`config.mk`:
```
export PLATFORM = sky130hd
export DESIGN_NAME = free_list_flat
export DESIGN_NICKNAME = d
export VERILOG_FILES = /design/src/rtl/rename_pkg.sv /design/src/rtl/free_list_if.sv /design/src/rtl/free_list.sv /design/src/flat_wrapper.sv
export SDC_FILE = /design/constraint.sdc
export NUM_CORES = 1
export LEC_CHECK = 0
export CORE_MARGIN = 3
export CORE_UTILIZATION = 45
export DETAILED_ROUTE_END_ITERATION = 8
export PLACE_DENSITY = 0.6
export SLEW_MARGIN = 20
export SYNTH_ARGS = -nofsm -noshare
export SYNTH_HDL_FRONTEND = slang
export SYNTH_SLANG_ARGS = --single-unit
```
`constraint.sdc`:
```
create_clock -name clk -period 6.7 [get_ports clk]
set_clock_uncertainty 0.1 [all_clocks]
set_input_delay 1.34 -clock clk [delete_from_list [all_inputs] [get_ports clk]]
set_output_delay 1.34 -clock clk [all_outputs]
set_load 0.02 [all_outputs]
```
`src/rtl/rename_pkg.sv`:
```
// Shared rename-stage types and sizes used by the free list, RAT, ROB and PRF.
package rename_pkg;
   localparam int PHYS_REGS  = 64;
   localparam int ARCH_REGS  = 32;
   localparam int PHYS_TAG_W = 6;
   localparam int FL_DEPTH   = PHYS_REGS - ARCH_REGS;
   localparam int FL_IDX_W   = $clog2(FL_DEPTH);

   typedef logic [PHYS_TAG_W-1:0] phys_tag_t;
   typedef logic [FL_IDX_W:0]     fl_ptr_t;
endpackage

```
`src/rtl/free_list_if.sv`:
```
// Rename-side handshake with the physical-register free list.
interface free_list_if;
   import rename_pkg::*;

   logic      alloc_req;
   logic      alloc_valid;
   phys_tag_t alloc_phys;
   logic      commit_valid;
   phys_tag_t commit_old_phys;
   logic      flush;
   fl_ptr_t   free_count;

   modport master (
      output alloc_req, commit_valid, commit_old_phys, flush,
      input  alloc_valid, alloc_phys, free_count
   );

   modport slave (
      input  alloc_req, commit_valid, commit_old_phys, flush,
      output alloc_valid, alloc_phys, free_count
   );
endinterface

```
`src/rtl/free_list.sv`:
```
// Circular free list of physical tags with speculative head, retire head and tail.
module free_list
   import rename_pkg::*;
(
   input logic        clk,
   input logic        rst,
   free_list_if.slave fl
);

   phys_tag_t mem [FL_DEPTH];
   fl_ptr_t   spec_head;
   fl_ptr_t   retire_head;
   fl_ptr_t   tail;

   logic      alloc_req;
   logic      commit_valid;
   logic      flush;
   phys_tag_t commit_old_phys;
   fl_ptr_t   free_count;
   fl_ptr_t   retire_next;
   logic      alloc_take;

   assign alloc_req       = fl.alloc_req;
   assign commit_valid    = fl.commit_valid;
   assign flush           = fl.flush;
   assign commit_old_phys = fl.commit_old_phys;

   assign free_count  = tail - spec_head;
   assign alloc_take  = alloc_req && (free_count != '0) && !flush;
   assign retire_next = retire_head + fl_ptr_t'(commit_valid);

   assign fl.free_count  = free_count;
   assign fl.alloc_valid = (free_count != '0);
   assign fl.alloc_phys  = mem[spec_head[FL_IDX_W-1:0]];

   // Retired entries are never overwritten before spec_head passes them, so a
   // flush only has to rewind spec_head onto retire_head.
   always_ff @(posedge clk or posedge rst) begin
      if (rst) begin
         for (int i = 0; i < FL_DEPTH; i++) begin
            mem[i] <= phys_tag_t'(ARCH_REGS + i);
         end
         spec_head   <= '0;
         retire_head <= '0;
         tail        <= fl_ptr_t'(FL_DEPTH);
      end else begin
         if (commit_valid) begin
            mem[tail[FL_IDX_W-1:0]] <= commit_old_phys;
            tail                    <= tail + fl_ptr_t'(1);
         end
         retire_head <= retire_next;
         if (flush) begin
            spec_head <= retire_next;
         end else if (alloc_take) begin
            spec_head <= spec_head + fl_ptr_t'(1);
         end
      end
   end

endmodule

```
`src/flat_wrapper.sv`:
```
// flat-port wrapper written by rule: the top's interface ports become plain ports
module free_list_flat import rename_pkg::*;
  (clk, rst, fl_alloc_req, fl_commit_valid, fl_commit_old_phys, fl_flush, fl_alloc_valid, fl_alloc_phys, fl_free_count);
  free_list_if fl_i ();
  input logic clk;
  input logic rst;
  input wire logic [$bits(fl_i.alloc_req)-1:0] fl_alloc_req;
  input wire logic [$bits(fl_i.commit_valid)-1:0] fl_commit_valid;
  input wire logic [$bits(fl_i.commit_old_phys)-1:0] fl_commit_old_phys;
  input wire logic [$bits(fl_i.flush)-1:0] fl_flush;
  output wire logic [$bits(fl_i.alloc_valid)-1:0] fl_alloc_valid;
  output wire logic [$bits(fl_i.alloc_phys)-1:0] fl_alloc_phys;
  output wire logic [$bits(fl_i.free_count)-1:0] fl_free_count;
  assign fl_i.alloc_req = fl_alloc_req;
  assign fl_i.commit_valid = fl_commit_valid;
  assign fl_i.commit_old_phys = fl_commit_old_phys;
  assign fl_i.flush = fl_flush;
  assign fl_alloc_valid = fl_i.alloc_valid;
  assign fl_alloc_phys = fl_i.alloc_phys;
  assign fl_free_count = fl_i.free_count;
  free_list u_core (.clk(clk), .rst(rst), .fl(fl_i));
endmodule
```
==> results of run 1 <==
==> Yosys cell counts (2+ instances only) <==
cell type / n
a21oi_1: 2
a31oi_1: 3
buf_2: 12
clkbuf_1: 28
dfrtp_1: 97
dfstp_2: 113
ha_1: 12
inv_1: 11
mux2_2: 192
mux4_2: 60
nand2_1: 32
nand3_1: 14
nand3b_1: 2
nand4_1: 6
nor2_1: 24
nor2b_1: 3
nor3_1: 2
o21a_1: 3
o21ai_0: 3
o21ai_1: 2
or2_1: 2
or3_1: 4
xnor2_1: 8
xor2_1: 6
==> worst max-delay path, stage by stage (launching register included) <==
cell and delay, ps:
dfrtp_4 930, ha_1 290, inv_1 60, fa_1 420, xor2_2 210, nor4b_1 390
mux2_4 230, nand4_1 100, clkdlybuf4s50_1 560
==> registers in the layout, indices dropped and copies added (netlist names) <==
| register | count |
|---|---|
| u_core.spec_head | 6 |
| u_core.retire_head | 6 |
| u_core.mem | 192 |
| u_core.tail | 6 |
==> worst max path at each step <==
stage | from | end | slack, ps | cells past startpoint
after floorplan | rst | u_core.mem[100] | 2620 | 1
after global placement | u_core.spec_head[0] | fl_alloc_phys[1] | 2060 | 6
after detailed placement | u_core.spec_head[0] | fl_alloc_phys[1] | 2020 | 6
after CTS | u_core.spec_head[0] | fl_alloc_phys[1] | 1480 | 6
after global routing | u_core.spec_head[0] | fl_alloc_valid | 1300 | 8
final | u_core.spec_head[0] | fl_alloc_valid | 1540 | 8
==> where the power goes <==
part | switching (mW) | leakage, nW | total [mW] | internal [mW]
Clock | 0.521 | 0.392 | 1.30 | 0.780
Combinational | 1.01 | 1.87 | 2.28 | 1.28
Sequential | 0.457 | 2.40 | 2.45 | 2.00
Total | 1.98 | 4.67 | 6.04 | 4.05
==> metal layers <==
metal | global-route usage | wire, um | vias up
li1 | - | - | 2481
met1 | 0.303 | 10900 | 3120
met2 | 0.329 | 11500 | 108
met3 | 0.0258 | 1140 | 26
met4 | 0.0392 | 295 | 2
met5 | 0 | 11 | -
==> area by class of cell <==
cell class / count / area (um^2)
Tap cell: 280 / 350
Clock inverter: 6 / 70.1
Fill cell: 1811 / 10600
Inverter: 11 / 45.0
Multi-Input combinational cell: 401 / 4470
Sequential cell: 210 / 5400
Clock buffer: 38 / 723
Timing Repair Buffer: 30 / 270
==> logic make-up after synthesis <==
| group | count (synthesis) |
|---|---|
| multiplexers | 254 |
| XOR/XNOR | 15 |
| adder cells (fa/ha/maj) | 13 |
| AO/OA/AOI/OAI | 23 |
| buffers and inverters | 52 |
| flip-flops | 210 |
| AND/OR/NAND/NOR | 96 |
==> per-stage QoR <==
step | total power, mW | util | instance area, um^2 | cells
6_report | 6.04 | 0.518 | 11300 | 976
5_1_grt | 6.38 | 0.518 | 11300 | 976
3_5_place_dp | 4.78 | 0.481 | 10500 | 931
3_3_place_gp | 4.69 | 0.482 | 10500 | 931
2_1_floorplan | 4.01 | - | 10100 | 663
4_1_cts | 6.09 | 0.517 | 11300 | 975
==> impl_metrics.json, run 1 <==
{
  "tns_ps": 0,
  "drt_pass1_iterations": 4,
  "port_buffers": 23,
  "status": "finished clean",
  "nets": 702,
  "cts_tree": "done",
  "syn_nets": 687,
  "synth_warnings": 0,
  "synth-compound-area-share": 0.0173,
  "rrSetupSlack_ps": 3210,
  "syn_area_per_cell_um2": 15.2,
  "yosys.area.top_type": "dfstp_2",
  "routed_wl_um": 23900,
  "clkTransAtPathRegs_ps": 60,
  "synth.area.top_cells": "dfstp_2 (29%), dfrtp_1 (24%), mux2_2 (21%)",
  "synth_edf_count": 0,
  "rows": 54,
  "die_area_um2": 24200,
  "power_density_nw_per_um2": 533,
  "antenna_found_initial": 1,
  "final_hold_viol_count": 0,
  "final_common_cell": "mux2_2",
  "cts_buffer_depth": 3,
  "worst_hold_path.num_cells": 1,
  "synth_top_family_by_area": "multiplexers",
  "place_ws_ps": 2020,
  "final_cell_mix": "mux2_2 (192), dfstp_2 (113), dfrtp_1 (95)",
  "cp_data_required_time_ps": 5260,
  "min-delay-start": "u_core.retire_head[5]",
  "vdd_drop_max_v": 0.000265,
  "fmax_ghz": 0.194,
  "start_util": 0.460,
  "synth_fa_ha_area_frac": 0.0169,
  "path_class": "flip-flop to primary output",
  "root_buffer": "clkbuf_16",
  "slew_viol_final": 0,
  "routabilityCongestion": 0.794,
  "rsz0062_at_grt": "false",
  "period_share": 0.770,
  "endpoint_kind": "primary output",
  "syn_inst": 663,
  "wire_per_inst_um": 24.4,
  "grt_remaining_overflow": 0,
  "synth_cell_types": 46,
  "ios": 24,
  "setup_viol": 0,
  "synth_xor_area_frac": 0.0138,
  "htree_levels": 1,
  "hold_buffers": 0,
  "grt_max_degree": 63,
  "setup_slack_ps": 1540,
  "r2r_end": "u_core.spec_head[0]",
  "critPathMaxFanout": 37,
  "crit_path_start_kind": "flip-flop",
  "synthFlopType": "dfstp_2",
  "muxShareOfSynthArea": 0.351,
  "numCtsBuffers": 24,
  "cts_resized": 0,
  "clk_latency_ps": 510,
  "drive_above_1_share": 0.605,
  "grt_pass1_wl_um": 37900,
  "fin_crit_ps": 5160,
  "syn_area_um2": 10100,
  "initialDrtViolationCount": 416,
  "via_count": 5737,
  "synth-simple-area-share": 0.0445,
  "maxCapViolCount": 0,
  "critPathArrivalTime_ps": 3720,
  "hold_path_end": "u_core.retire_head[5]",
  "worst-slew-pin-transition_ps": 1040,
  "die_w_um": 156,
  "grt_usage": 0.204,
  "synthArstFlopShare": 1.00,
  "cts.sinks": 210,
  "r2r_start": "u_core.spec_head[0]",
  "p_leak_nw": 4.67,
  "first_global_vias": 6136,
  "ff2ff_path_depth": 10,
  "drtAntennaViolNets": 0,
  "slew_headroom": 0.304,
  "holdCritPathClass": "flip-flop to flip-flop",
  "n_antenna_cell": 0,
  "viasPerCell": 5.88,
  "dpl.hpwl_um": 15400,
  "areaGrowthSynthToFinish_pct": 12.4,
  "die_h_um": 156,
  "remaining_drc_errors": 0,
  "core_region_area_um2": 21900,
  "whs_ps": 369,
  "cts_post_setup_buffers_inserted": 0,
  "synth_top_area_frac": 0.295,
  "ys_seq_area_frac": 0.536,
  "synth_seq_cells": 210
}
No activity file was read; power rests on OpenSTA's default activity.
==> inputs of run 2 (changes only) <==
==> constraint.sdc (replaced) <==
create_clock -name clk -period 4.4 [get_ports clk]
set_clock_uncertainty 0.1 [all_clocks]
set_input_delay 0.88 -clock clk [delete_from_list [all_inputs] [get_ports clk]]
set_output_delay 0.88 -clock clk [all_outputs]
set_load 0.02 [all_outputs]
==> run 2 against run 1 <==
Effect of this change: design area grew 1.7%; global-route usage fell by 0.86 points; highest routed layer is now met4; via count rose by 1.2%; largest power group is now combinational cells; register-to-register slack got worse by 1900 ps; critical path type unchanged; largest cell class unchanged.
==> impl_metrics.json, run 2 (synthesis gave the netlist of run 1 again) <==
{
  "port_buffers": 23,
  "setup_viol": 0,
  "remaining_drc_errors": 0,
  "p_leak_nw": 4.76,
  "whs_ps": 371,
  "switchingPower_mw": 3.03,
  "slew_viol_final": 0,
  "final_area_um2": 11500,
  "cts_tree": "done",
  "core_region_area_um2": 21900,
  "fin_crit_ps": 4120,
  "tns_ps": 0,
  "die_w_um": 156,
  "power_density_nw_per_um2": 817,
  "pwr-share-seq": 0.380,
  "clk_latency_ps": 520,
  "areaGrowthSynthToFinish_pct": 14.4,
  "critPathMaxFanout": 5,
  "grt_usage": 0.195,
  "grt_remaining_overflow": 0,
  "placed_area_um2": 10700,
  "rows": 54,
  "htree_levels": 1,
  "dpl.hpwl_um": 15300,
  "antenna_found_initial": 0,
  "grt_pass1_wl_um": 36800,
  "r2r_start": "u_core.tail[0]",
  "p_clk_frac": 0.223,
  "ios": 24,
  "holdCritPathClass": "flip-flop to flip-flop",
  "cp_data_required_time_ps": 3420,
  "min-delay-start": "u_core.retire_head[5]",
  "largest_register": "u_core.mem",
  "rsz0062_at_grt": "false",
  "via_count": 5804,
  "die_h_um": 156,
  "cts_buffer_depth": 3,
  "final_hold_viol_count": 0,
  "die_area_um2": 24200,
  "routabilityCongestion": 0.821,
  "crit_path_start": "u_core.tail[0]",
  "p_int_mw": 6.39,
  "initialDrtViolationCount": 357,
  "final_common_cell": "mux2_2",
  "worst-slew-pin-transition_ps": 902,
  "power_mw": 9.41,
  "wire_per_inst_um": 23.5,
  "post-route-util": 0.526,
  "clkTransAtPathRegs_ps": 60,
  "start_util": 0.460,
  "vdd_drop_max_v": 0.000407,
  "period_share": 0.936,
  "p_comb_frac": 0.397,
  "drtAntennaViolNets": 0,
  "largest_reg_flops": 192,
  "grt_max_degree": 97,
  "slew_headroom": 0.397,
  "viasPerCell": 5.90,
  "drive_above_1_share": 0.618,
  "first_global_vias": 6288,
  "p_sw_frac": 0.321,
  "maxCapViolCount": 0,
  "hold_buffers": 0,
  "status": "finished clean",
  "critPathArrivalTime_ps": 3140,
  "path_class": "flip-flop to primary output",
  "root_buffer": "clkbuf_16",
  "final_cell_mix": "mux2_2 (192), dfstp_2 (113), dfrtp_1 (95)",
  "numCtsBuffers": 24,
  "cts.sinks": 210,
  "drt_pass1_iterations": 5,
  "crit_path_start_kind": "flip-flop",
  "routed_wl_um": 23200,
  "endpoint_kind": "primary output",
  "n_antenna_cell": 0,
  "nets": 710,
  "fmax_ghz": 0.243
}
run 2: routing by layer:
layer / GRT usage / up-vias / wire length (um) / part of all wire
met3: 0.0252 / 28 / 1050 / 0.045
met1: 0.283 / 3134 / 10600 / 0.46
li1: - / 2514 / - / -
met4: 0.0479 / 0 / 407 / 0.018
met2: 0.318 / 128 / 11100 / 0.48
met5: 0 / - / 0 / 0
run 2: layout make-up:
| class | instances | area [um^2] |
|---|---|---|
| Sequential cell | 210 | 5400 |
| Clock buffer | 32 | 702 |
| Inverter | 11 | 45.0 |
| Multi-Input combinational cell | 401 | 4480 |
| Timing Repair Buffer | 38 | 400 |
| Clock inverter | 12 | 148 |
| Fill cell | 1804 | 10400 |
| Tap cell | 280 | 350 |
run 2: timing repair:
item	4_1_cts	5_1_grt
pin swaps	0	0
buffers inserted	2	0
setup endpoints to repair	1	1
gates resized for setup	1	1
run 2: through the flow:
| stage | setup slack [ps] | std cells |
|---|---|---|
| after floorplan | 784 | 663 |
| after CTS | 105 | 984 |
| final | 281 | 984 |
| after detailed placement | 494 | 938 |
| after global routing | 115 | 984 |
| after global placement | 601 | 938 |
run 2: worst max-delay path, cell delays in order (launching register included):
cell and delay (ps):
dfrtp_1 440, inv_1 140, ha_1 180, inv_1 60, fa_1 420, xor2_2 220
nor4b_2 300, mux2_4 220, nand4_1 90, clkdlybuf4s50_1 560
run 2: final timing paths:
check | end | slack [ps] | cells past startpoint
worst max-delay path | fl_alloc_valid | 280 | 9
worst min-delay path | u_core.retire_head[5] | 370 | 1
worst max register to register | u_core.spec_head[1] | 1320 | 11
worst min register to register | u_core.retire_head[5] | 370 | 1
max in group asynchronous | u_core.mem[48] | 2410 | 3
min in group asynchronous | u_core.mem[130] | 800 | 2
run 2: power groups by stage:
stage,clock (mW),combinational (mW),sequential (mW)
floorplan,0,2.77,3.34
global placement,0,3.58,3.58
finish,2.10,3.73,3.58
detailed placement,0,3.67,3.65
CTS,2.15,3.78,3.58
global route,2.23,4.01,3.69
